[config.mk]
export PLATFORM = sky130hd
export DESIGN_NAME = mem_access_unit
export DESIGN_NICKNAME = d
export VERILOG_FILES = /design/src/rtl/mem_access_unit.sv
export SDC_FILE = /design/constraint.sdc
export NUM_CORES = 1
export LEC_CHECK = 0
export CAP_MARGIN = 25
export CORE_MARGIN = 2
export CORE_UTILIZATION = 29
export DETAILED_ROUTE_END_ITERATION = 10
export PLACE_DENSITY_LB_ADDON = 0.08
export RECOVER_POWER = 25
export SLEW_MARGIN = 20
export SYNTH_ARGS = -nofsm -noshare
export SYNTH_HDL_FRONTEND = slang
export SYNTH_SLANG_ARGS = --single-unit
[constraint.sdc]
create_clock -name clk -period 4.8 [get_ports clk]
set_input_delay 0.96 -clock clk [delete_from_list [all_inputs] [get_ports clk]]
set_output_delay 0.96 -clock clk [all_outputs]
set_load 0.02 [all_outputs]
[src/rtl/mem_access_unit.sv]
// mem_access_unit: single-outstanding load/store sequencer between the
// EX/MEM pipeline slot and a req/gnt + rvalid data-memory port.
// Optional build macro MISALIGN_TRAP_EN: misaligned H/W accesses are
// trapped (done+err, no request) instead of being silently aligned.
module mem_access_unit #(
  parameter int TIMEOUT = 16
) (
  input  logic        clk,
  input  logic        rst_n,
  input  logic        ex_valid,
  input  logic        mem_val,
  input  logic        mem_rw,
  input  logic [2:0]  funct3,
  input  logic [31:0] addr,
  input  logic [31:0] wdata,
  input  logic [4:0]  rd_in,
  output logic        stall,
  output logic        done,
  output logic        wb_valid,
  output logic [4:0]  wb_rd,
  output logic [31:0] wb_data,
  output logic        err,
  output logic        dmem_req,
  output logic        dmem_we,
  output logic [31:0] dmem_addr,
  output logic [31:0] dmem_wdata,
  output logic [3:0]  dmem_be,
  input  logic        dmem_gnt,
  input  logic        dmem_rvalid,
  input  logic [31:0] dmem_rdata
);

  localparam int CW = $clog2(TIMEOUT + 1);

  typedef enum logic [1:0] {IDLE, REQ, WAIT} state_t;

  state_t        state, nstate;
  logic [CW-1:0] cnt;
  logic          we_q;
  logic [2:0]    f3_q;
  logic [1:0]    off_q;
  logic [4:0]    rd_q;

  logic          accept, bad, trap, last;
  logic [1:0]    off_c;
  logic [3:0]    be_c;
  logic [31:0]   wd_c;
  logic [7:0]    lane_b;
  logic [15:0]   lane_h;
  logic [31:0]   fmt;
  logic          take, n_done, n_err, n_wbv;

  // A new access is only taken when the previous one is not finishing this cycle.
  assign accept = ex_valid & mem_val & ~done;
  assign stall  = accept;
  assign last   = (cnt == CW'(TIMEOUT - 1));

  assign dmem_req = (state == REQ);
  assign dmem_we  = dmem_req & we_q;

  // Decode legality, effective byte offset, byte enables and replicated store data.
  always_comb begin
    bad   = 1'b0;
    off_c = 2'b00;
    be_c  = 4'b1111;
    wd_c  = wdata;
    case (funct3)
      3'b000, 3'b001, 3'b010: bad = 1'b0;
      3'b100, 3'b101:         bad = mem_rw;
      default:                bad = 1'b1;
    endcase
    case (funct3[1:0])
      2'b00: begin
        off_c = addr[1:0];
        be_c  = 4'b0001 << addr[1:0];
        wd_c  = {4{wdata[7:0]}};
      end
      2'b01: begin
        // low address bit dropped: halfwords always land on an even lane
        off_c = {addr[1], 1'b0};
        be_c  = 4'b0011 << {addr[1], 1'b0};
        wd_c  = {2{wdata[15:0]}};
      end
      default: begin
        off_c = 2'b00;
        be_c  = 4'b1111;
        wd_c  = wdata;
      end
    endcase
  end

`ifdef MISALIGN_TRAP_EN
  // Misaligned halfword/word accesses are refused rather than aligned.
  assign trap = ((funct3[1:0] == 2'b01) & addr[0]) |
                ((funct3 == 3'b010) & (addr[1:0] != 2'b00));
`else
  assign trap = 1'b0;
`endif

  // Select the addressed lane from the read word and extend it to 32 bits.
  always_comb begin
    lane_b = dmem_rdata[7:0];
    case (off_q)
      2'd0: lane_b = dmem_rdata[7:0];
      2'd1: lane_b = dmem_rdata[15:8];
      2'd2: lane_b = dmem_rdata[23:16];
      default: lane_b = dmem_rdata[31:24];
    endcase
    lane_h = off_q[1] ? dmem_rdata[31:16] : dmem_rdata[15:0];
    case (f3_q)
      3'b000:  fmt = {{24{lane_b[7]}}, lane_b};
      3'b001:  fmt = {{16{lane_h[15]}}, lane_h};
      3'b100:  fmt = {24'd0, lane_b};
      3'b101:  fmt = {16'd0, lane_h};
      default: fmt = dmem_rdata;
    endcase
  end

  // Next-state and completion decode; store grant beats timeout, which beats load grant.
  always_comb begin
    nstate = state;
    take   = 1'b0;
    n_done = 1'b0;
    n_err  = 1'b0;
    n_wbv  = 1'b0;
    case (state)
      IDLE: begin
        if (accept) begin
          if (bad | trap) begin
            n_done = 1'b1;
            n_err  = 1'b1;
          end else begin
            nstate = REQ;
            take   = 1'b1;
          end
        end
      end
      REQ: begin
        if (dmem_gnt & we_q) begin
          nstate = IDLE;
          n_done = 1'b1;
        end else if (last) begin
          nstate = IDLE;
          n_done = 1'b1;
          n_err  = 1'b1;
        end else if (dmem_gnt) begin
          nstate = WAIT;
        end
      end
      WAIT: begin
        if (dmem_rvalid) begin
          nstate = IDLE;
          n_done = 1'b1;
          n_wbv  = 1'b1;
        end else if (last) begin
          nstate = IDLE;
          n_done = 1'b1;
          n_err  = 1'b1;
        end
      end
      default: nstate = IDLE;
    endcase
  end

  // State register and the REQ/WAIT cycle counter.
  always_ff @(posedge clk or negedge rst_n) begin
    if (!rst_n) begin
      state <= IDLE;
      cnt   <= '0;
    end else begin
      state <= nstate;
      if (take)
        cnt <= '0;
      else if (state != IDLE)
        cnt <= cnt + 1'b1;
    end
  end

  // Capture the access on accept; request fields stay stable until it ends.
  always_ff @(posedge clk or negedge rst_n) begin
    if (!rst_n) begin
      dmem_addr  <= '0;
      dmem_wdata <= '0;
      dmem_be    <= '0;
      we_q       <= 1'b0;
      f3_q       <= '0;
      off_q      <= '0;
      rd_q       <= '0;
    end else if (take) begin
      dmem_addr  <= {addr[31:2], 2'b00};
      dmem_wdata <= wd_c;
      dmem_be    <= be_c;
      we_q       <= mem_rw;
      f3_q       <= funct3;
      off_q      <= off_c;
      rd_q       <= rd_in;
    end
  end

  // Registered completion pulses and load writeback.
  always_ff @(posedge clk or negedge rst_n) begin
    if (!rst_n) begin
      done     <= 1'b0;
      err      <= 1'b0;
      wb_valid <= 1'b0;
      wb_data  <= '0;
      wb_rd    <= '0;
    end else begin
      done     <= n_done;
      err      <= n_err;
      wb_valid <= n_wbv;
      if (n_wbv) begin
        wb_data <= fmt;
        wb_rd   <= rd_q;
      end
    end
  end

endmodule

==> metrics list, run 1 <==
* Starting density of the core: 0.296
- The critical path goes through clkdlybuf4s50_1, and3b_1, clkdlybuf4s50_1.
- Power per unit of standard cell area: 651 mW/mm^2
* Warnings, synthesis: 0
- For this run, the total global-route usage over all layers was measured as 0.169.
- Switching share of power: 0.370
* P_sw: 2.16 mW
- Of the total synthesized cell area, the portion taken by AND, OR, NAND and NOR gates is 0.117.
* Area of the core: 0.0203 sq mm
- Routability-driven placement finished with a final weighted congestion of ~0.76.
- Top achievable clock speed: slightly above 300 MHz
* Proportion of layout cells with a drive suffix above 1: 0.198
- Max-slew headroom at the worst pin: -0.573
- Across the whole layout, storage elements account for 0.00310 sq mm.
- Antenna violations before repair: 0
- Post-route non-filler standard cell count: 1009
- The compound-gate portion of the synthesized area was 0.0963.
- STA classifies the critical path endpoint as an output pin.
- Summed over all cells, the static leakage comes to 3.75 nW.
* Die outline area: 0.0219 sq mm
- The count of final max-slew check failures is 92.
- Arithmetic-cell share of the synthesized area counting full adders, half adders and majority gates: 0.0125
- At the end of the flow the core is filled with cells to 0.442.
- Compared with the post-synthesis result, the final layout area differs by 49.2%.
- Synth Instances: 516
* TritonCTS Sinks: about 120
- The final reports fail on capacitance limit, slew limit.
- Die H: 148 microns
- Post-synth EDFFs: 0
- Setup repair after global routing left no endpoint under its margin.
- After floorplanning, the core was divided into 52 placement rows.
* First-pass GRT wire length: ~29 mm
- The critical path contains buffers and inverters numbering 2 combined.
- Of the total power, registers draw 0.332.
- Startpoint type of the worst setup path: input port
- Longest Clk Path Bufs: 2
- The net count of the finished layout is 844.
* Most used flip-flop cell after synthesis: sky130_fd_sc_hd__dfrtp_1
- Routed len/inst: 18.1 microns
- The detail route stage leaves a number of antenna-violating nets equal to 0.
- The clock tree synthesis step divided the H-tree into 4 levels.
- Of the total synthesized cell area, the portion taken by XOR and XNOR cells is 0.
* Grt total ovfl: 0
* Commonest non-fill, non-tap cell in the layout: sky130_fd_sc_hd__clkdlybuf4s50_1
- IO buf count: 219
- Maximum number of pins on one net before global-route repair: 92
* HPWL after detailed placement: 12.9 mm
- VDD sags by at most about 0.00028 V.
* Post-CTS setup repair buffer count: 0
- Most frequent cells in the layout: sky130_fd_sc_hd__clkdlybuf4s50_1 (218), sky130_fd_sc_hd__dfrtp_1 (124), sky130_fd_sc_hd__mux2_2 (96), sky130_fd_sc_hd__nand2_1 (38), sky130_fd_sc_hd__nor2_1 (30)
- Of the synthesized area, sequential elements account for 0.516.
- In this run, synthesis produced a sequential element count of 124.
- Number of hold buffers added after cts: 0
- Cell area after technology mapping: 0.00602 sq mm
* Measured slew at the worst slew-check pin: 2.36 ns
- Asr flop ratio synth: 1.00
- For the final routed database, the setup TNS stands at 0 ns.
- Unique masters post-synth: 49
* Final period util: 0.678
* I/O pin count: 222
* Fraction of power consumed by the clock network: 0.202
* Clk_skew: 0.0173 ns
* Clock latency reported for the late side of the worst-skew pair: 0.42 ns
* Crit path required time: approximately 3.8 ns
- Crit Path Category: in2out
- Ratio of routed vias to standard cells: roughly 4.8
- The root buffer cell chosen for the clock tree is sky130_fd_sc_hd__clkbuf_16.
- For this run, the detailed router's first-pass iteration total came to 4.
- Part of the power in combinational logic: 0.466
- Across the run, the number of max-cap violations was 1.
* Family with the most delay on the worst path: buffers and inverters
- The number of antenna diodes in the final layout is 0.
- Internal power summed over all cells: around 3.7 mW
- Area of combinational cells with multiple inputs: approximately 0.0027 sq mm
* Clock tree from TritonCTS: yes
- After detailed routing, the total wire length is 18.2 mm.
- Total count of hold-check failures in the final report: 0
- Of all nets on the critical path, the largest fanout is 4.
- Vias in the first global route: 5178
* Status: finished with violations
- Biggest cell delay along the critical path: roughly 0.64 ns
- For this block, the initial DRC count from the detailed router was 186.
* Multiplexer share of the synthesized area: 0.224
- After synthesis, the largest family of logic cells by area is multiplexers.
* Most numerous cell on the critical path: sky130_fd_sc_hd__clkdlybuf4s50_1
* Number of failing setup endpoints in the final timing report: 0
- For this design, the slowest cell found on the critical path is sky130_fd_sc_hd__clkdlybuf4s50_1.
* Total of fill cells in the finished design: 1958
* Number of buffers created by CTS: 17
- The detailed router placed 4828 vias in this run.
* Crit path arrival time: 2.30 ns
* Die X-Extent: 148 microns
- Inst Count DP: 978
* Count of unresolved DRC violations after routing: 0
- The worst path needs 3.26 ns of the cycle, external delays included.
- Averaged over all synthesized cells, the footprint is 11.7 sq um.
- Hold crit path type: reg2reg
- Clock transition time at the flip-flop clock pins of the worst setup and hold paths: 0.06 ns
- PostCTS Resize Cnt: 0
==> worst paths after layout <==
path | start | endpoint | slack (ns) | depth (start not counted)
worst max-delay path | mem_val | stall | 1.54 | 3
worst min-delay path | rd_q[0] | wb_rd[0] | 0.47 | 2
worst max register to register | state[0] | wb_data[5] | 2.20 | 7
worst min register to register | rd_q[0] | wb_rd[0] | 0.47 | 2
max in group asynchronous | rst_n | dmem_addr[8] | 2.08 | 2
min in group asynchronous | rst_n | wb_data[28] | 1.18 | 1
==> synth_stat cells, drive strengths merged, types with 2 or more instances <==
master,count,area (sq um)
o21ai,21,105
nor3b,2,20.0
nand2,38,143
nor2b,3,18.8
buf,23,133
a211oi,9,67.6
inv,6,22.5
nand4b,10,87.6
clkbuf,13,50.0
a21oi,14,70.1
nand2b,12,75.1
nor4,8,50.1
a31oi,18,113
nor2,30,113
ha,6,75.1
o22ai,17,106
and3b,2,17.5
mux2i,16,160
dfrtp,124,3100
and2,18,113
a21o,2,15.0
and3,2,12.5
mux2,103,1190
==> registers in the layout, summed over array words and instances (netlist names) <==
register,count
cnt,5
dmem_addr,30
dmem_be,4
dmem_wdata,32
done,1
err,1
f3_q,3
off_q,2
rd_q,5
state,2
wb_data,32
wb_rd,5
wb_valid,1
we_q,1
==> routing by layer <==
| layer | track usage | vias up | part of all wire |
|---|---|---|---|
| li1 | - | 2282 | - |
| met1 | 0.204 | 2368 | 0.41 |
| met2 | 0.277 | 157 | 0.49 |
| met3 | 0.0633 | 21 | 0.077 |
| met4 | 0.0595 | 0 | 0.017 |
| met5 | 0 | - | 0 |
==> per-stage QoR <==
step	area [sq um]	worst slack, ns	total power [mW]	hold slack, ns
after global placement	8440	1.41	4.65	0.452
after floorplan	6020	2.58	3.38	0.433
after CTS	8980	1.53	5.92	0.473
final	8970	1.54	5.84	0.470
after detailed placement	8450	1.38	4.70	0.458
after global routing	8970	1.52	6.19	0.513
==> area by class of cell <==
type | instances | area share
inverter | 6 | 0.00251
multi-input combinational | 351 | 0.303
timing repair buffer | 227 | 0.252
tap | 270 | 0.0376
sequential | 124 | 0.346
clock inverter | 6 | 0.00418
clock buffer | 25 | 0.0552
==> power groups by stage <==
stage          Clock, mW  Combinational, mW  Sequential, mW
5_1_grt             1.26               2.91            2.02
6_report            1.18               2.72            1.94
3_3_place_gp           0               2.72            1.93
2_1_floorplan          0              0.995            2.38
4_1_cts             1.21               2.76            1.95
3_5_place_dp           0               2.75            1.95
==> worst min-delay path: stages (launching register included) <==
cell	delay [ns]
sky130_fd_sc_hd__dfrtp_1	0.34
sky130_fd_sc_hd__nand2_1	0.05
sky130_fd_sc_hd__nand2_1	0.05
==> cell families (layout without fill, tap and decap cells) <==
family	count (synthesis)	after routing
AND/OR/NAND/NOR	132	132
adder cells (fa/ha/maj)	6	6
AO/OA/AOI/OAI	92	92
flip-flops	124	124
other	1	2
multiplexers	119	119
buffers and inverters	42	264
No activity file was read; power rests on OpenSTA's default activity.
==> run 2, diff against run 1 <==
==> constraint.sdc (replaced) <==
create_clock -name clk -period 2.85 [get_ports clk]
set_input_delay 0.57 -clock clk [delete_from_list [all_inputs] [get_ports clk]]
set_output_delay 0.57 -clock clk [all_outputs]
set_load 0.02 [all_outputs]
==> run 2 against run 1 <==
Net effect: the flow still finishes with violations (capacitance limit, slew limit); cell count grew 0.99%; global-route usage fell by 0.25 points; non-clock buffer count grew 9; wire length down 0.82%; critical endpoint is now dmem_we.
==> metrics list, run 2 (synthesized netlist as in run 1, its figures left out) <==
- The run finished, with violations left.
* Violated checks: capacitance limit, slew limit
* Number of iterations in the first detailed-routing pass: 4 (unchanged)
- The share of layout cells above drive strength 1 came to 0.211 (+0.0134).
- The area of the multi-input gates was 0.00272 sq mm (unchanged).
- Clock tree root driver cell: sky130_fd_sc_hd__clkbuf_16
- Vias in the first global route: 5066 (-2.2%)
* HPWL after detailed placement: 13.1 mm (+1.2%)
* Post-route non-filler standard cell count: 1019 (+0.99%)
- Setup repair after global routing missed its margin: false
- IO buf count: 219 (unchanged)
* CP Cell Sequence: inv_1, ha_1, and2_1, clkdlybuf4s50_1
* Die X-Extent: 148 microns (unchanged)
- Most frequent cells in the layout: sky130_fd_sc_hd__clkdlybuf4s50_1 (218), sky130_fd_sc_hd__dfrtp_1 (124), sky130_fd_sc_hd__mux2_2 (96), sky130_fd_sc_hd__nand2_1 (38), sky130_fd_sc_hd__nor2_1 (30)
* Number of buffers created by CTS: 17 (unchanged)
* Clock tree from TritonCTS: yes
* Worst Hold Launch: rd_q[1]
- GRT Util Overall: 0.166 (-0.00253)
* Time the final worst path needs with I/O delays and setup: 2.52 ns
- Final period util: 0.884
- Final Worst Setup Slack: 0.332 ns (-1.21 ns)
- The initial antenna violation count came to 0 (unchanged).
* Clk_skew: 0.00968 ns (-0.00759 ns)
- Reg-to-Reg End: dmem_addr[25]
- The pre-CTS setup slack is 0.315 ns (-1.07 ns).
- Final Max Slew Viols: 35 (-62%)
- The number of fill cells is 1899 (-3.0%).
- The number of design-rule violations left by the first detailed-router iteration is 200 (+7.5%).
- Post-CTS setup repair buffer count: 0 (unchanged)
- Largest fanout of any net on the critical path: 5 (+1)
* Largest registers in the final layout: dmem_wdata (32), wb_data (32), dmem_addr (30)
- The worst setup path is of the reg2out kind.
* P_sw: 3.66 mW (+69%)
* Clock transition time at the flip-flop clock pins of the worst setup and hold paths: 0.06 ns (about the same)
- Number of cells traversed by the worst hold path: 2 (unchanged)
* Area added between synthesis and finish: 52.8%
- Total negative slack for setup checks: 0 ns (unchanged)
- The relative contribution of the clock network to total power was 0.237 (+0.035).
- Total count of hold-check failures in the final report: 0 (unchanged)
* Ratio of routed vias to standard cells: 4.76 (-0.59%)
- R2r worst-path depth: 6 (-1)
* Part of the power in combinational logic: 0.456 (-0.010)
* Max-slew headroom at the worst pin: -0.352 (+0.222)
* Longest Clk Path Bufs: 2 (unchanged)
- Total detailed-routing wirelength: 18.1 mm (-0.82%)
- Slowest CP cell: sky130_fd_sc_hd__clkdlybuf4s50_1
- Number of hold buffers added after cts: 0 (unchanged)
* Routed len/inst: 17.7 microns (-1.8%)
- The remaining global-route overflow was 0 (unchanged).
* Starting density of the core: 0.296 (unchanged)
- Total Power: 10.3 mW (+77%)
* Inst Count DP: 987 (+0.92%)
* Max Cap Violations: 1 (unchanged)
- Startpoint type of the worst setup path: flop
- Crit path required time: 2.28 ns (-1.56 ns)
- The later-pin clock latency in the skew report is 0.42 ns (about the same).
- CTS H-tree depth: 4 (unchanged)
* I/O pin count: 222 (unchanged)
- Derived from the worst setup path, the maximum achievable clock frequency is 397 MHz.
* Commonest non-fill, non-tap cell in the layout: sky130_fd_sc_hd__clkdlybuf4s50_1
- PostCTS Resize Cnt: 0 (unchanged)
- Number of failing setup endpoints in the final timing report: 0 (unchanged)
- Die H: 148 microns (unchanged)
- Measured slew at the worst slew-check pin: 2.03 ns (-0.332 ns)
* Area of the core: 0.0203 sq mm (unchanged)
- Internal power summed over all cells: 6.66 mW (+81%)
- The site row count was 52 (unchanged).
* Setup slack, reg-to-reg: 0.59 ns (-1.61 ns)
* Antenna Nets Post-Route: 0 (unchanged)
* TritonCTS Sinks: 124 (unchanged)
- Placer Congestion: 0.775 (+1.6%)
* Count of unresolved DRC violations after routing: 0 (unchanged)
- Maximum number of pins on one net before global-route repair: 61 (-34%)
- The die area came to 0.0219 sq mm (unchanged).
* Worst setup EP type: output pin
- The arrival time of data at the critical path endpoint came to 1.95 ns (-0.35 ns).
* Leakage power: 3.87 nW (+3.1%)
- The via count came to 4847 (+0.39%).
- Reg power frac: 0.307 (-0.025)
* Sequential cell area in the final layout: 0.00310 sq mm (unchanged)
- Reg2reg start: state[1]
* Hold crit path type: reg2reg
- The final-stage net count came to 853 (+1.1%).
* Largest voltage drop on the vdd net: 0.000465 V (+64%)
- The ratio of total power to cell area came to 1120 mW/mm^2 (+73%).
* Biggest cell delay along the critical path: 0.61 ns (-0.03 ns)
- Terminating pin of the worst hold path: wb_rd[1]
- The global-route wire length before repair was 28.5 mm (-0.74%).
- The number of inserted diodes came to 0 (unchanged).
- The switching share of power was 0.355 (-0.0154).
## run 2: how the worst max path moves through the flow
stage | start | end | slack [ns] | depth (start not counted)
2_1_floorplan | state[0] | dmem_addr[24] | 1.03 | 8
3_3_place_gp | funct3[2] | dmem_addr[24] | 0.36 | 5
3_5_place_dp | funct3[2] | dmem_addr[25] | 0.32 | 5
4_1_cts | state[1] | dmem_we | 0.31 | 4
5_1_grt | state[1] | dmem_we | 0.21 | 4
6_report | state[1] | dmem_we | 0.33 | 4
## run 2: power groups by stage
stage	sequential [mW]	combinational (mW)	clock [mW]
2_1_floorplan	4.02	1.68	0
4_1_cts	3.19	4.78	2.50
3_3_place_gp	3.17	4.71	0
6_report	3.17	4.71	2.44
3_5_place_dp	3.19	4.76	0
5_1_grt	3.30	5.03	2.58
## run 2: final cells by class
type                            instances  share of cell area
Sequential cell                       124               0.338
Multi-Input combinational cell        351               0.296
Timing Repair Buffer                  236               0.256
Clock buffer                           21              0.0512
Tap cell                              270              0.0367
Clock inverter                         11              0.0206
Inverter                                6             0.00245
## run 2: critical path, delay by kind of cell (launching register included)
family,cells,cell delay [ns]
simple gates,1,0.16
buf+inv,2,0.73
flops,1,0.41
fa+ha+maj,1,0.25
## run 2: metal layers
layer  part of all wire  routed length (microns)  track usage
met5                  0                        0            0
met4              0.020                      368       0.0614
met3              0.075                     1360       0.0556
met2               0.47                     8540        0.259
met1               0.43                     7820        0.215
## run 2: metrics by stage
step | hold slack (ns) | util | instance area [sq um]
floorplan | 0.274 | - | 6020
global placement | 0.455 | 0.420 | 8530
detailed placement | 0.455 | 0.421 | 8540
CTS | 0.0376 | 0.453 | 9200
global route | 0.486 | 0.453 | 9190
finish | 0.465 | 0.453 | 9190
==> run 3, diff against run 2 <==
--- a/config.mk
+++ b/config.mk
@@ -9,6 +9,7 @@
 export CORE_MARGIN = 2
 export CORE_UTILIZATION = 29
 export DETAILED_ROUTE_END_ITERATION = 10
+export MAX_ROUTING_LAYER = met4
 export PLACE_DENSITY_LB_ADDON = 0.08
 export RECOVER_POWER = 25
 export SLEW_MARGIN = 20
==> constraint.sdc (replaced) <==
create_clock -name clk -period 3.1 [get_ports clk]
set_input_delay 0.62 -clock clk [delete_from_list [all_inputs] [get_ports clk]]
set_output_delay 0.62 -clock clk [all_outputs]
set_load 0.02 [all_outputs]
==> run 3 against run 2 <==
Net effect: the flow still finishes with violations (capacitance limit, slew limit); non-clock buffer count down 5; critical path depth unchanged; cell count down 0.49%; worst hold slack worse by 0.00084 ns; core utilization down 0.61 points; via count up 0.10%; critical path type unchanged; critical endpoint unchanged; clock skew about the same; combinational power down 8.9%.
==> metrics list, run 3 (synthesized netlist as in run 1, its figures left out) <==
- Status: finished with violations
* Violated checks: capacitance limit, slew limit
- Die outline area: 0.0219 sq mm (unchanged)
* Commonest non-fill, non-tap cell in the layout: sky130_fd_sc_hd__clkdlybuf4s50_1
* Ratio of routed vias to standard cells: 4.79 (+0.60%)
- The number of hold buffers added after CTS was 0 (unchanged).
* TritonCTS Sinks: 124 (unchanged)
- The arrival time of data at the critical path endpoint was 1.97 ns (+0.02 ns).
- The worst-case clock buffer depth was 2 (unchanged).
- Starting density of the core: 0.296 (unchanged)
* IO buf count: 219 (unchanged)
- The power after layout came to 9.22 mW (-11%).
- Total Nets Final: 848 (-0.59%)
- Proportion of layout cells with a drive suffix above 1: 0.207 (-0.00396)
- The number of H-tree levels came to 4 (unchanged).
- The site row count came to 52 (unchanged).
* Buf/Inv on CP: 2 (unchanged)
* Count of unresolved DRC violations after routing: 0 (unchanged)
* Clk_skew: 0.00936 ns (-0.000324 ns)
- Most frequent cells in the layout: sky130_fd_sc_hd__clkdlybuf4s50_1 (218), sky130_fd_sc_hd__dfrtp_1 (124), sky130_fd_sc_hd__mux2_2 (96), sky130_fd_sc_hd__nand2_1 (38), sky130_fd_sc_hd__nor2_1 (30)
* Reg-to-Reg End: dmem_addr[8]
- Family with the most delay on the worst path: buffers and inverters
- Total detailed-routing wirelength: 17.9 mm (-0.81%)
* Clock tree root driver cell: sky130_fd_sc_hd__clkbuf_16
- The first-pass iteration count of the detailed router was 5 (+1).
* Area added between synthesis and finish: 50.7%
- Vias in the first global route: 5152 (+1.7%)
- The worst max-slew margin expressed relative to the limit is -0.227 (+0.125).
- HPWL after detailed placement: 12.9 mm (-1.5%)
- The via count is 4852 (+0.10%).
- The pre-CTS setup slack is 0.518 ns (+0.203 ns).
* Final period util: 0.834
* PostCTS Resize Cnt: 0 (unchanged)
* Antenna violations before repair: 0 (unchanged)
- The ratio of total power to cell area is 1020 mW/mm^2 (-9.5%).
* Startpoint type of the worst setup path: flop
- Hold crit path type: reg2reg
* Total count of hold-check failures in the final report: 0 (unchanged)
- Biggest cell delay along the critical path: 0.62 ns (about the same)
- The largest registers in the layout are dmem_wdata (32), wb_data (32), dmem_addr (30).
- The clock period could shrink to 2.59 ns.
* Leakage power: 3.80 nW (-1.8%)
- I/O pin count: 222 (unchanged)
* Worst Hold Launch: rd_q[0]
- The buffers inserted during post-CTS setup optimization is 0 (unchanged).
* Number of cells traversed by the worst hold path: 2 (unchanged)
- Area of the core: 0.0203 sq mm (unchanged)
* Grt total ovfl: 0 (unchanged)
- Final Worst Setup Slack: 0.515 ns (+0.183 ns)
- The global-route wire length before repair was 28.5 mm (-0.24%).
- Clock tree from TritonCTS: yes
- The max-capacitance violation count came to 1 (unchanged).
- Walking the worst path, the cells encountered are inv_1, ha_1, and2_1, clkdlybuf4s50_1.
- Worst setup EP type: output pin
- The maximum ir drop on the vdd rail was 0.000442 V (-4.8%).
- 1st-iter DRT viols: 215 (+7.5%)
* Setup repair after global routing missed its margin: false
- Measured slew at the worst slew-check pin: 1.84 ns (-0.188 ns)
- The maximum fanout along the worst path is 5 (unchanged).
- Terminating pin of the worst hold path: wb_rd[0]
* Number of buffers created by CTS: 17 (unchanged)
- The clock slew at the register clock pins of the worst setup and hold paths is 0.06 ns (about the same).
- Critical path depth: 4 (unchanged)
* Crit Path Category: reg2out
* GRT Util Overall: 0.171 (+0.00456)
- The width of the chip came to 148 microns (unchanged).
- The worst register-to-register path begins at state[0].
- The maximum number of pins on one net before global-route repair is 71 (+16%).
- The wire length per cell after detailed routing came to 17.7 microns (-0.32%).
* Antenna Nets Post-Route: 0 (unchanged)
* Slowest CP cell: sky130_fd_sc_hd__clkdlybuf4s50_1
- Clock latency reported for the late side of the worst-skew pair: 0.41 ns (about the same)
- The setup slack of the most critical reg-to-reg path came to 0.92 ns (+0.33 ns).
* R2r worst-path depth: 6 (unchanged)
- The setup violation total in the final timing report was 0 (unchanged).
- The global placer's final weighted congestion came to 0.813 (+5.0%).
* Total negative slack for setup checks: 0 ns (unchanged)
- Final Max Slew Viols: 70 (+100%)
- Crit path required time: 2.48 ns (+0.20 ns)
- Die H: 148 microns (unchanged)
* Top achievable clock speed: ~390 MHz
* Number of inserted diodes: 0 (unchanged)
==> run 3: cell type report <==
type	instances	area [sq um]
sequential	124	3100
multi-input combinational	351	2720
inverter	6	22.5
timing repair buffer	231	2300
fill	1933	11200
tap	270	338
clock inverter	15	163
clock buffer	17	425
==> run 3: through the flow <==
step	instances	hold slack (ns)	area [sq um]	util
2_1_floorplan	517	0.324	6020	-
3_3_place_gp	981	0.443	8480	0.418
3_5_place_dp	982	0.449	8490	0.418
4_1_cts	1014	0.244	9080	0.447
5_1_grt	1014	0.481	9070	0.447
6_report	1014	0.464	9070	0.447
==> run 3: power breakdown <==
part / switching, mW / leakage [nW] / internal, mW
registers: 0.514 / 1.49 / 2.42
logic: 2.10 / 2.03 / 2.20
clock network: 0.796 / 0.281 / 1.20
total: 3.41 / 3.80 / 5.81
==> run 3: worst register-to-register path: cells and delay by family, from the launching register on <==
kind	cells	cell delay, ns
adders and majority gates	1	0.34
buffers and inverters	2	0.49
DFF	1	0.43
muxes	1	0.40
and+or+nand+nor	2	0.42
==> run 3: worst max-delay path by stage <==
stage              from             to  slack, ns
2_1_floorplan  state[0]  dmem_addr[24]       1.28
3_3_place_gp    mem_val          stall       0.53
3_5_place_dp    mem_val          stall       0.52
4_1_cts        state[1]        dmem_we       0.49
5_1_grt        state[1]        dmem_we       0.42
6_report       state[1]        dmem_we       0.51
==> run 3: metal layers <==
| metal | track usage | up-vias | routed length [microns] |
|---|---|---|---|
| li1 | - | 2289 | - |
| met1 | 0.204 | 2381 | 7450 |
| met2 | 0.271 | 162 | 8580 |
| met3 | 0.0580 | 20 | 1560 |
| met4 | 0.0576 | 0 | 339 |
| met5 | - | - | 0 |
